`src/rtl/reg_file_pkg.sv`:
```
// Shared types and defaults for the 2-read/1-write register file.
// Optional build macro ZERO_REG_EN (hardwired-zero entry 0) is consumed by the RTL files.
package reg_file_pkg;

    localparam int unsigned DEF_WIDTH = 8;
    localparam int unsigned DEF_DEPTH = 8;

    typedef enum logic {
        IDLE  = 1'b0,
        CLEAR = 1'b1
    } state_t;

endpackage

```
`src/rtl/reg_file_rd_port.sv`:
```
// One registered read port: range check, write bypass, data register and valid flag.
// With ZERO_REG_EN defined, address 0 always reads as zero.
module reg_file_rd_port
    import reg_file_pkg::*;
#(
    parameter int unsigned WIDTH  = DEF_WIDTH,
    parameter int unsigned DEPTH  = DEF_DEPTH,
    parameter int unsigned ADDR_W = $clog2(DEPTH)
) (
    input  logic              Clk,
    input  logic              nReset,
    input  logic              rd_en,
    input  logic [ADDR_W-1:0] rd_addr,
    input  logic              wr_ok,
    input  logic [ADDR_W-1:0] wr_addr,
    input  logic [WIDTH-1:0]  wr_data,
    input  logic [WIDTH-1:0]  mem [DEPTH],
    output logic [WIDTH-1:0]  rd_data,
    output logic              rd_valid
);

    localparam logic [ADDR_W:0] DEPTH_L = (ADDR_W + 1)'(DEPTH);

    logic [WIDTH-1:0] rd_next;

    // wr_ok is only ever set for in-range addresses, so a match implies rd_addr is in range
    always_comb begin
        rd_next = '0;
        if ({1'b0, rd_addr} < DEPTH_L) begin
            rd_next = mem[rd_addr];
        end
        if (wr_ok && (wr_addr == rd_addr)) begin
            rd_next = wr_data;
        end
`ifdef ZERO_REG_EN
        if (rd_addr == '0) begin
            rd_next = '0;
        end
`endif
    end

    always_ff @(posedge Clk or negedge nReset) begin
        if (!nReset) begin
            rd_data  <= '0;
            rd_valid <= 1'b0;
        end else begin
            rd_valid <= rd_en;
            if (rd_en) begin
                rd_data <= rd_next;
            end
        end
    end

endmodule

```
`src/rtl/reg_file_2r1w.sv`:
```
// Register file: one write port, two registered read ports, sequenced clear engine.
// Build macro ZERO_REG_EN makes entry 0 a hardwired zero.
module reg_file_2r1w
    import reg_file_pkg::*;
#(
    parameter int unsigned WIDTH  = DEF_WIDTH,
    parameter int unsigned DEPTH  = DEF_DEPTH,
    parameter int unsigned ADDR_W = $clog2(DEPTH)
) (
    input  logic              Clk,
    input  logic              nReset,
    input  logic              WrEn,
    input  logic [ADDR_W-1:0] WrAddr,
    input  logic [WIDTH-1:0]  WrData,
    input  logic              RdEnA,
    input  logic [ADDR_W-1:0] RdAddrA,
    output logic [WIDTH-1:0]  RdDataA,
    output logic              RdValidA,
    input  logic              RdEnB,
    input  logic [ADDR_W-1:0] RdAddrB,
    output logic [WIDTH-1:0]  RdDataB,
    output logic              RdValidB,
    input  logic              Clear,
    output logic              Busy
);

    localparam logic [ADDR_W:0]   DEPTH_L = (ADDR_W + 1)'(DEPTH);
    localparam logic [ADDR_W-1:0] LAST    = ADDR_W'(DEPTH - 1);

    state_t            state;
    state_t            state_nxt;
    logic [ADDR_W-1:0] clr_cnt;
    logic [WIDTH-1:0]  mem [DEPTH];
    logic              wr_ok;
    logic              rd_en_a;
    logic              rd_en_b;

    always_ff @(posedge Clk or negedge nReset) begin
        if (!nReset) begin
            state <= IDLE;
        end else begin
            state <= state_nxt;
        end
    end

    always_comb begin
        state_nxt = state;
        case (state)
            IDLE:    if (Clear) state_nxt = CLEAR;
            CLEAR:   if (clr_cnt == LAST) state_nxt = IDLE;
            default: state_nxt = IDLE;
        endcase
    end

    always_comb begin
        Busy    = (state == CLEAR);
        rd_en_a = (state == IDLE) && RdEnA;
        rd_en_b = (state == IDLE) && RdEnB;
`ifdef ZERO_REG_EN
        wr_ok   = (state == IDLE) && WrEn && ({1'b0, WrAddr} < DEPTH_L) && (WrAddr != '0);
`else
        wr_ok   = (state == IDLE) && WrEn && ({1'b0, WrAddr} < DEPTH_L);
`endif
    end

    // Counter sits at zero in IDLE, so entering CLEAR always starts from entry 0
    always_ff @(posedge Clk or negedge nReset) begin
        if (!nReset) begin
            clr_cnt <= '0;
        end else if ((state == IDLE) || (clr_cnt == LAST)) begin
            clr_cnt <= '0;
        end else begin
            clr_cnt <= clr_cnt + 1'b1;
        end
    end

    always_ff @(posedge Clk or negedge nReset) begin
        if (!nReset) begin
            for (int unsigned i = 0; i < DEPTH; i++) begin
                mem[i] <= '0;
            end
        end else if (state == CLEAR) begin
            mem[clr_cnt] <= '0;
        end else if (wr_ok) begin
            mem[WrAddr] <= WrData;
        end
    end

    reg_file_rd_port #(
        .WIDTH  (WIDTH),
        .DEPTH  (DEPTH),
        .ADDR_W (ADDR_W)
    ) u_rd_a (
        .Clk      (Clk),
        .nReset   (nReset),
        .rd_en    (rd_en_a),
        .rd_addr  (RdAddrA),
        .wr_ok    (wr_ok),
        .wr_addr  (WrAddr),
        .wr_data  (WrData),
        .mem      (mem),
        .rd_data  (RdDataA),
        .rd_valid (RdValidA)
    );

    reg_file_rd_port #(
        .WIDTH  (WIDTH),
        .DEPTH  (DEPTH),
        .ADDR_W (ADDR_W)
    ) u_rd_b (
        .Clk      (Clk),
        .nReset   (nReset),
        .rd_en    (rd_en_b),
        .rd_addr  (RdAddrB),
        .wr_ok    (wr_ok),
        .wr_addr  (WrAddr),
        .wr_data  (WrData),
        .mem      (mem),
        .rd_data  (RdDataB),
        .rd_valid (RdValidB)
    );

endmodule

```
`config.mk`:
```
export PLATFORM = sky130hd
export DESIGN_NAME = reg_file_2r1w
export DESIGN_NICKNAME = d
export VERILOG_FILES = /design/src/rtl/reg_file_pkg.sv /design/src/rtl/reg_file_rd_port.sv /design/src/rtl/reg_file_2r1w.sv
export SDC_FILE = /design/constraint.sdc
export NUM_CORES = 1
export LEC_CHECK = 0
export CELL_PAD_IN_SITES_DETAIL_PLACEMENT = 1
export CELL_PAD_IN_SITES_GLOBAL_PLACEMENT = 2
export CORE_MARGIN = 2
export CORE_UTILIZATION = 43
export DETAILED_ROUTE_END_ITERATION = 12
export GPL_TIMING_DRIVEN = 0
export PLACE_DENSITY_LB_ADDON = 0.1
export SETUP_SLACK_MARGIN = 0.2
export SLEW_MARGIN = 0
export SYNTH_ARGS = -nofsm -noshare
export SYNTH_HDL_FRONTEND = slang
export SYNTH_HIERARCHICAL = 1
export SYNTH_SLANG_ARGS = --single-unit
export TNS_END_PERCENT = 5
```
`constraint.sdc`:
```
create_clock -name Clk -period 3.76 [get_ports Clk]
set_clock_uncertainty 0.15 [all_clocks]
set_input_delay 0.752 -clock Clk [delete_from_list [all_inputs] [get_ports Clk]]
set_output_delay 0.752 -clock Clk [all_outputs]
set_load 0.1 [all_outputs]
```
---- After elaboration in Yosys (flattened, before gate mapping) ----
Index checks and enable logic that the tools add are counted.
word-level totals
  register bits after elaboration ......... 86
  logic and storage cells ................. 59
  output and inout port bits .............. 19
cells by class
  add/sub/neg operators ................... 1
  reductions and logical operators ........ 9
  equality and inequality tests ........... 3
  mux-type cells .......................... 19
  bitwise gates (word level) .............. 7
  magnitude comparators ................... 6
operator list
  operator                                            number
  2-to-1 mux 64 bit                                   2
  bitwise AND 64 bit                                  1
  bitwise mux 64 bit                                  1
  2-to-1 mux 8 bit                                    8
  NOT 64 bit                                          1
  binary-select mux 8 bit (select 3 bit)              2
  demux 8 bit (select 3 bit)                          2
  >= comparator 4 bit, second input constant          4
  NOT 3 -> 4 bit                                      4
  < comparator 4 x 1 -> 1 bit, second input constant  2
  logical AND 1 bit                                   7
  == test 3 bit                                       2
  adder 3 x 1 -> 3 bit, second input constant         1
  == test 3 bit, second input constant                1
  2-to-1 mux 3 bit                                    1
  2-to-1 mux 1 bit                                    2
  one-hot mux 1 bit (2 select lines)                  1
  nonzero test 2 bit                                  1
  logical OR 1 bit                                    1
  NOT 1 bit                                           1

---- Longest topological paths before layout ----
  depth in word-level cells ............... 8
  mapped depth ............................ 8
  gate-level depth less buffers ........... 4

---- Hierarchy ----
The synthesis kept the hierarchy.
by module, submodules not included
  module            area each (µm²)  times used  cells an instance
  reg_file_2r1w     2,969.1          1           248
  reg_file_rd_port  908.4            2           68

---- Least setup slack after synthesis ----
No wires, ideal clock.
  path type ............................... register to register
  start ................................... reg state (netlist: Busy)
  end ..................................... reg u_rd_a.rd_data[3]
  period minus slack after synthesis ...... 2,697 ps
  data required time ...................... 3,484 ps
  library setup time ...................... 126 ps
  arrival time ............................ 2,421 ps
  path buffers ............................ 4
  setup slack ............................. 1,063 ps
  cell stages (with the launch flop) ...... 9
  cell sequence ........................... dfrtp_1 -> buf_2 -> buf_2 -> nor2b_1 -> clkbuf_1 -> nand2_1 -> and4b_1 -> buf_1 -> a221o_1
on the way
  elaborated cells between the ends (all ways) .. 5
  those cells by class .................... mux (1); bitwise (1); reduce/logical (3)
RTL lines
  element                 line                    text
  start, declared         reg_file_2r1w.sv:30     state_t state;
  start signal, assigned  reg_file_2r1w.sv:42     state <= state_nxt;
  NOT 1 bit               reg_file_2r1w.sv:57     rd_en_a = (state == IDLE) && RdEnA;
  logical AND 1 bit       reg_file_2r1w.sv:57
  named net rd_en_a       reg_file_2r1w.sv:35     logic rd_en_a;
  end signal, assigned    reg_file_rd_port.sv:49  rd_data <= rd_next;
  end, declared           reg_file_rd_port.sv:18  output logic [WIDTH-1:0] rd_data,
The timed path passes the listed nets, and every way through them passes these cells.
A chain may end at the register's enable or synchronous reset.

---- Worst setup path after layout ----
  start ................................... reg u_rd_a.rd_data[4]
  end ..................................... out RdDataA[4]
RTL lines
  element        line                 text
  end, declared  reg_file_2r1w.sv:17  output logic [WIDTH-1:0] RdDataA,
No word-level cell between the ends.

==> run_results.csv <==
group,metric,value,unit
outcome,status,"completed",
sta,tightest_slew,0.968,ns
finish,design_area,5560,um2
global_route,globalRouteOverflowTotal,0,
detailed_routing,drc,0,
floorplanning,die_h,110,um
finish,layout_commonest_cell,"dfrtp_1",
placed_design,place_congestion,0.759,
finish,final_cell_mix,"86 x dfrtp_1, 75 x mux2i_1, 67 x nand2_1",
floorplanning,dieArea,12000,um2
clock_network,htree_levels,3,
critical_path,worstSetupPathType,"reg -> out",
critical_path,critPathTopFamily,"buffers and inverters",
sta,finalHoldViolCount,0,
clock_network,cts_setup_buffers,0,
global_route,grt_pass1_vias,3405,
critical_path,critPathCaptureType,"primary output",
critical_path,slowest_delay,1.13,ns
critical_path,required,2.86,ns
clock_network,cts_hold_buffers,0,
synth,ys_ff_latch,86,
sta,max_freq,0.362,GHz
synth,synthDistinctLibCells,34,
detailed_routing,avgViaCountPerCell,5.58,
floorplanning,pin_count,42,
clock_network,cts_tree,"yes",
synth,syn_nets,409,
clock_network,clk_pin_slew_worst_paths,0.09,ns
clock_network,insertion_delay,0.36,ns
sta,final_max_slew_viol_count,0,
synth,synth_top_family_by_area,"multiplexers",
finish,area_growth,16.2,%
placed_design,post-dp-hpwl,8.85,mm
global_route,grt_pass1_wl,19.3,mm
detailed_routing,routed_wl,11.8,mm
critical_path,critPathLaunchType,"register",
global_route,grt_use_total,0.219,
clock_network,cts-root-buf,"clkbuf_8",
global_route,grt_max_degree,64,
synth,ys.flop_type,"dfrtp_1",
clock_network,clockBufferDepth,2,
sta,setup_tns,0,ns
finish,antennaDiodeCount,0,
detailed_routing,ant_nets,0,
synth,synth-compound-area-share,0.0345,
power,vdd_drop_max,0.563,mV
synth,synth_mux_area_frac,0.329,
placed_design,numPortBuffers,34,
power,total_power,4.21,mW
critical_path,critical_path.slowest_cell,"clkdlybuf4s50_1",
detailed_routing,vias,3206,
sta,period_share,0.734,
global_route,antenna_found_initial,0,
critical_path,path_cells,"clkdlybuf4s50_1",
synth,synth_cells,384,
floorplanning,core-area,10800,um2
sta,relSlewSlack,0.353,
critical_path,cp_max_fo,2,
sta,period_needed,2.76,ns
floorplanning,die_x,110,um
critical_path,path_buf_inv,1,
placed_design,place_area,5330,um2
finish,fillers,1143,
synth,syn_area_per_cell,12.5,um2
synth,synthXorXnorAreaFrac,0.0110,
detailed_routing,drtPass1Iterations,4,
floorplanning,row_count,38,
detailed_routing,drt_first_iter_violations,141,
sta,rsz0062_at_grt,"false",
power,power_leakage,2.75,nW
hold_path,holdCritPathClass,"in -> async",
synth,async_flop_share,1.00,
sta,setup_viol,0,
synth,synth-adder-area-share,0.00523,
finish,finalNetCount,455,
clock_network,clock-sinks,86,
critical_path,worstPathArrival,1.86,ns
critical_path,reg2reg_slack,1.18,ns
clock_network,cts_made_buffers,9,
synth,ys_seq_area_frac,0.450,
detailed_routing,post_drt_wl_per_cell,20.6,um
synth,syn_area,4790,um2
run,cap_viol_max_count,0,
floorplanning,initial_utilization,0.441,
clock_network,postCtsResizedCells,0,
finish,drive_gt1_frac,0.168,
synth,synth_edf_count,0,
synth,yosys_warnings,6,
power,power.density,758,nW/um2
synth,synthSimpleGateAreaFrac,0.123,
[final timing paths]
| path | from | end | cells after the start |
|---|---|---|---|
| setup reg to reg | Busy | u_rd_b/rd_data[6] | 7 |
| hold reg to reg | mem[59] | mem[59] | 2 |
| max in group asynchronous | nReset | clr_cnt[0] | 2 |
| min in group Clk | mem[59] | mem[59] | 2 |
| setup / recovery | u_rd_a/rd_data[4] | RdDataA[4] | 1 |
| hold / removal | nReset | u_rd_b/rd_valid | 1 |
[flip-flops by register name, indices dropped and copies added (netlist names)]
name / cells
clr_cnt: 3
u_rd_b/rd_data: 8
u_rd_a/rd_data: 8
Busy: 1
u_rd_b/rd_valid: 1
mem: 64
u_rd_a/rd_valid: 1
[kinds of logic after synthesis]
family,Yosys count
muxes,113
adders and majority gates,2
xor gates and xnor gates,6
AOI/OAI and AO/OA,18
and+or+nand+nor,112
DFF,86
buffers and inverters,47
[layer usage]
layer | vias up | routed length, um | global-route usage | part of all wire
li1 | 1490 | - | - | -
met1 | 1662 | 5910 | 0.317 | 0.50
met2 | 44 | 5500 | 0.342 | 0.46
met3 | 10 | 301 | 0.0403 | 0.025
met4 | 0 | 110 | 0.0533 | 0.0093
met5 | - | 0 | 0 | 0
[report_power, final]
part           switching [mW]  internal, mW  total (mW)
Sequential              0.236          1.26        1.50
Clock                   0.347         0.411       0.758
Combinational            1.27         0.691        1.96
[synth_stat cells, drive strengths merged (6+ instances only)]
master	number	area (um2)
buf	19	119
dfrtp	86	2150
xnor2	6	52.6
mux4	32	758
a221oi	10	87.6
a221o	6	60.1
mux2i	75	751
nand2	69	264
nor2	12	52.6
mux2	6	67.6
inv	21	78.8
nor2b	9	56.3
clkbuf	7	26.3
[layout make-up]
| class | instances | area (um2) | share of cell area |
|---|---|---|---|
| multi-input combinational | 251 | 2410 | 0.433 |
| tap | 140 | 175 | 0.0315 |
| sequential | 86 | 2150 | 0.387 |
| inverter | 21 | 78.8 | 0.0142 |
| buffer | 26 | 145 | 0.0261 |
| clock inverter | 5 | 81.3 | 0.0146 |
| clock buffer | 11 | 151 | 0.0272 |
| timing repair buffer | 35 | 365 | 0.0657 |
[per-stage QoR]
step	util	hold slack [ns]	cells	setup WS, ns
final	0.513	0.131	575	1.00
after global routing	0.513	0.136	575	0.931
after CTS	0.513	0.133	575	0.977
after detailed placement	0.491	0.385	559	0.677
after global placement	0.489	0.365	558	-1.48
after floorplan	-	0.306	384	1.06
Note: power is estimated with default switching activity, not from simulation.
